[src/rtl/updown_mod_counter.sv]
// Up/down modulo counter with programmable step, runtime modulus, parallel load,
// wrap or saturate at the bounds, terminal count, one-cycle bound-event pulse and sticky overflow.
module updown_mod_counter #(
   parameter int DWIDTH = 8
) (
   input  logic              CLK,
   input  logic              RST,
   input  logic              CE,
   input  logic              SCLR,
   input  logic              LOAD,
   input  logic [DWIDTH-1:0] D,
   input  logic              UP,
   input  logic [DWIDTH-1:0] STEP,
   input  logic [DWIDTH-1:0] MAX,
   input  logic              SAT,
   output logic [DWIDTH-1:0] Q,
   output logic              TC,
   output logic              WRAP,
   output logic              OVF
);

   localparam logic [DWIDTH:0] ONE = {{DWIDTH{1'b0}}, 1'b1};

   logic [DWIDTH-1:0] load_val;
   logic [DWIDTH:0]   cnt_nxt;

   // Returns {event, next count}; all bound arithmetic is done one bit wider than Q.
   function automatic logic [DWIDTH:0] next_count(
      input logic [DWIDTH-1:0] q,
      input logic [DWIDTH-1:0] max,
      input logic [DWIDTH-1:0] step,
      input logic              up,
      input logic              sat
   );
      logic [DWIDTH-1:0] s;
      logic [DWIDTH:0]   q1;
      logic [DWIDTH:0]   s1;
      logic [DWIDTH:0]   m1;
      logic [DWIDTH:0]   r;
      logic              evt;
      s   = (step > max) ? max : step;
      q1  = {1'b0, q};
      s1  = {1'b0, s};
      m1  = {1'b0, max} + ONE;
      evt = 1'b0;
      r   = q1;
      if (q > max) begin
         // Modulus dropped below the current count: re-enter the range at a bound.
         evt = 1'b1;
         r   = (sat && up) ? {1'b0, max} : '0;
      end else if (up) begin
         r = q1 + s1;
         if (r > {1'b0, max}) begin
            evt = 1'b1;
            r   = sat ? {1'b0, max} : (r - m1);
         end
      end else begin
         if (q1 >= s1) begin
            r = q1 - s1;
         end else begin
            evt = 1'b1;
            r   = sat ? '0 : (q1 + m1 - s1);
         end
      end
      return {evt, r[DWIDTH-1:0]};
   endfunction

   assign load_val = (D > MAX) ? MAX : D;
   assign cnt_nxt  = next_count(Q, MAX, STEP, UP, SAT);
   assign TC       = (UP && (Q == MAX)) || (!UP && (Q == '0));

   always_ff @(posedge CLK) begin
      if (!RST) begin
         Q    <= '0;
         WRAP <= 1'b0;
         OVF  <= 1'b0;
      end else begin
         WRAP <= 1'b0;
         if (CE) begin
            if (SCLR) begin
               Q   <= '0;
               OVF <= 1'b0;
            end else if (LOAD) begin
               Q <= load_val;
            end else begin
               Q    <= cnt_nxt[DWIDTH-1:0];
               WRAP <= cnt_nxt[DWIDTH];
               if (cnt_nxt[DWIDTH]) begin
                  OVF <= 1'b1;
               end
            end
         end
      end
   end

endmodule

[config.mk]
export PLATFORM = sky130hd
export DESIGN_NAME = updown_mod_counter
export DESIGN_NICKNAME = d
export VERILOG_FILES = /design/src/rtl/updown_mod_counter.sv
export SDC_FILE = /design/constraint.sdc
export NUM_CORES = 1
export LEC_CHECK = 0
export ABC_AREA = 1
export BUFFER_PORTS_ARGS = -buffer_cell sky130_fd_sc_hd__buf_2
export CORE_MARGIN = 3
export CORE_UTILIZATION = 61
export CTS_BUF_LIST = sky130_fd_sc_hd__clkbuf_8
export DETAILED_ROUTE_END_ITERATION = 12
export PLACE_DENSITY = 0.83
export SLEW_MARGIN = 0
export SYNTH_ARGS = -nofsm -noshare
export SYNTH_HDL_FRONTEND = slang
export SYNTH_SLANG_ARGS = --single-unit
[constraint.sdc]
create_clock -name CLK -period 11.37 [get_ports CLK]
set_input_delay 2.8425 -clock CLK [delete_from_list [all_inputs] [get_ports CLK]]
set_output_delay 2.8425 -clock CLK [all_outputs]
set_load 0.02 [all_outputs]
==> summary.txt <==
DRC errors left = 0
die area = 6775 um2
Reg-to-Reg Start = Q[0]
CTS H-tree depth = 1
deepest clock path buffer count = 2
Mean Syn Cell Area = 6.167 um2
Clock Power Share = 0.105
worst hold-check slack = 600.2 ps
Sw Share = 0.5638
net count after synthesis = 684
Vias/cell = 5.814
number of buffers added for setup after CTS = 0
Final period util = 0.7080
minimum setup slack among reg-to-reg paths = 7500 ps
CTS Root Cell = sky130_fd_sc_hd__clkbuf_8
antenna diode count = 0
Power Dens Cells = 112.8 nW/um2
gpl congestion = 0.9981
iteration count of the initial detailed-routing pass = 6
average routed wire per standard cell = 16.55 um
Initial Util = 0.6373
number of primary I/O pins = 42
count of input and output buffers = 41
count of maximum capacitance violations = 0
maximum fanout encountered on the critical timing path = 16
Inserted Clock Buffers = 3
clock-pin slew of the registers on the worst-case setup and hold paths = 50 ps
largest net degree at the start of global routing = 20
antenna violation net count after detailed routing = 0
final setup violation count = 0
width of the die = 82.31 um
fraction of layout instances using a drive strength above 1 = 0.1166
setup_tns = 0 ps
net switching power = 0.0002443 W
First DRT Iteration DRCs = 364
via count of the first global-routing pass = 3665
relative max-transition margin = 0.3490
insertion delay of the later-clocked pin in the worst-skew pair = 240 ps
Post-synth top flop = sky130_fd_sc_hd__dfxtp_1
Final Routed Wirelength = 11.27 mm
vertical die dimension = 82.31 um
setup repair after global routing missed its margin = no
final setup slack of the worst path = 3321 ps
run status = completed
crit path max-delay cell type = sky130_fd_sc_hd__o21ai_1
area added between synthesis and finish = 8.137%
number of rows created at floorplan = 27
number of endpoints with negative hold slack in the final report = 0
cell area after synthesis = 3552 um2
critical path start-end classification = primary input to flop
endpoint type of the worst setup path = flop
antenna violations before repair = 0
GRT Overall Usage = 0.3482
critical path data arrival time = 8220 ps
Cell Count, Final, Fillers Out = 681
sequential fraction of the synthesis area = 0.05636
half-perimeter wire length after detailed placement = 9.228 mm
first-pass GRT wire length = 17.88 mm
number of buffers added to fix hold violations after cts = 0
CP peak stage delay = 630 ps
ranking of synthesized cells by instance count = 149 x sky130_fd_sc_hd__nand2_1, 85 x sky130_fd_sc_hd__inv_1, 67 x sky130_fd_sc_hd__ha_1, 62 x sky130_fd_sc_hd__a21oi_1, 39 x sky130_fd_sc_hd__o21ai_0
transition time at the pin with the least slew margin = 966.3 ps
most area-consuming cells after synthesis = sky130_fd_sc_hd__ha_1 24%, sky130_fd_sc_hd__nand2_1 16%, sky130_fd_sc_hd__inv_1 9.0%, sky130_fd_sc_hd__a21oi_1 8.7%, sky130_fd_sc_hd__dfxtp_1 5.6%
final global-route overflow total = 0
FF+latch count, synth = 10
relative contribution of sequential cells to total power = 0.101
Peak supply drop = 57.66 uV
Final Max Slew Viols = 0
required time worst endpoint = 11540 ps
CTS tree = yes
Mapped Cells = 576
placeable core region = 5574 um2
start point of the critical path = MAX[7]
fraction of post-synthesis cell area in the top cell type by area = 0.2360
beginning of the worst hold path = OVF
P_int = 0.0001890 W
leakage component of the power = 2.130 nW
asr flop ratio synth = 0
Netlist cell types = 43
Most common cell on crit path = sky130_fd_sc_hd__nand2_1
library cell with the largest summed area after synthesis = sky130_fd_sc_hd__ha_1
most numerous cell in the Yosys netlist = sky130_fd_sc_hd__nand2_1
Hold WC Path Type = flop to flop
clock skew after layout = 2.462 ps
clock sinks = 10
Post-CTS Resized = 0
final-stage net count = 718
Yosys Warn Count = 0
upper clock frequency limit = 124.2 MHz
instance count after placement with tap cells included = 677
via total after detailed routing = 3959
final critical delay including setup and external delays = 8049 ps
number of enable-type register cells in the synthesized netlist = 0
dpl ws = 3248 ps
Combinational Power Share = 0.794
element type at the critical path start = primary input
[flip-flops by register name, indices dropped and copies added, names as in the netlist]
name / cells
Q: 8
OVF: 1
WRAP: 1
[power groups by stage]
stage	Combinational (W)	Clock, W	Sequential, W
detailed placement	0.000334	0	0.0000443
global route	0.000387	0.0000480	0.0000439
finish	0.000344	0.0000456	0.0000438
floorplan	0.000253	0	0.0000447
CTS	0.000336	0.0000444	0.0000436
global placement	0.000328	0	0.0000441
[metal layers]
metal	global-route usage	share of wire
met1	0.4496	0.41
met5	0	0
met4	0.1711	0.050
met3	0.04772	0.089
met2	0.5657	0.45
[cells by family after synthesis]
logic type / count (synthesis) / synth area share
flops: 10 / 0.05636
simple gates: 235 / 0.2906
compound gates: 134 / 0.2089
buf+inv: 106 / 0.1173
xor+xnor: 14 / 0.03452
fa+ha+maj: 77 / 0.2924
[stage by stage]
| step | area, um2 | total power [W] | util |
|---|---|---|---|
| after floorplan | 3552 | 0.0002981 | - |
| after global placement | 3786 | 0.0003720 | 0.6792 |
| after detailed placement | 3786 | 0.0003779 | 0.6792 |
| after CTS | 3841 | 0.0004242 | 0.6891 |
| after global routing | 3841 | 0.0004792 | 0.6891 |
| final | 3841 | 0.0004333 | 0.6891 |
[worst paths after layout]
kind              end  cells after the start
setup / recovery  OVF                     31
hold / removal    OVF                      1
setup reg to reg  OVF                     22
hold reg to reg   OVF                      1
[critical path, delay by kind of cell]
kind                     cells  cell delay, ps
buffers and inverters        5             680
AO/OA/AOI/OAI                5            1490
XOR/XNOR                     1             300
adder cells (fa/ha/maj)      4            1390
AND/OR/NAND/NOR             16            1520
[placed cells by master (no fill, tap or decap), types with 7 or more instances in the layout]
master,count
sky130_fd_sc_hd__fa_1,10
sky130_fd_sc_hd__nand3_1,37
sky130_fd_sc_hd__o21ai_0,39
sky130_fd_sc_hd__o21ai_1,9
sky130_fd_sc_hd__nand2_1,149
sky130_fd_sc_hd__inv_1,85
sky130_fd_sc_hd__ha_1,67
sky130_fd_sc_hd__buf_2,41
sky130_fd_sc_hd__a21oi_1,62
sky130_fd_sc_hd__nand4_1,7
sky130_fd_sc_hd__nor2_1,24
sky130_fd_sc_hd__xor2_1,10
sky130_fd_sc_hd__dfxtp_1,10
[layout make-up]
cell class,instances,area [um2]
multi-input combinational,460,2935
fill,497,1733
inverter,94,355.3
timing repair buffer,41,205.2
sequential,10,200.2
tap,72,90.09
clock buffer,4,55.05
Note: power is estimated with default switching activity, not from simulation.
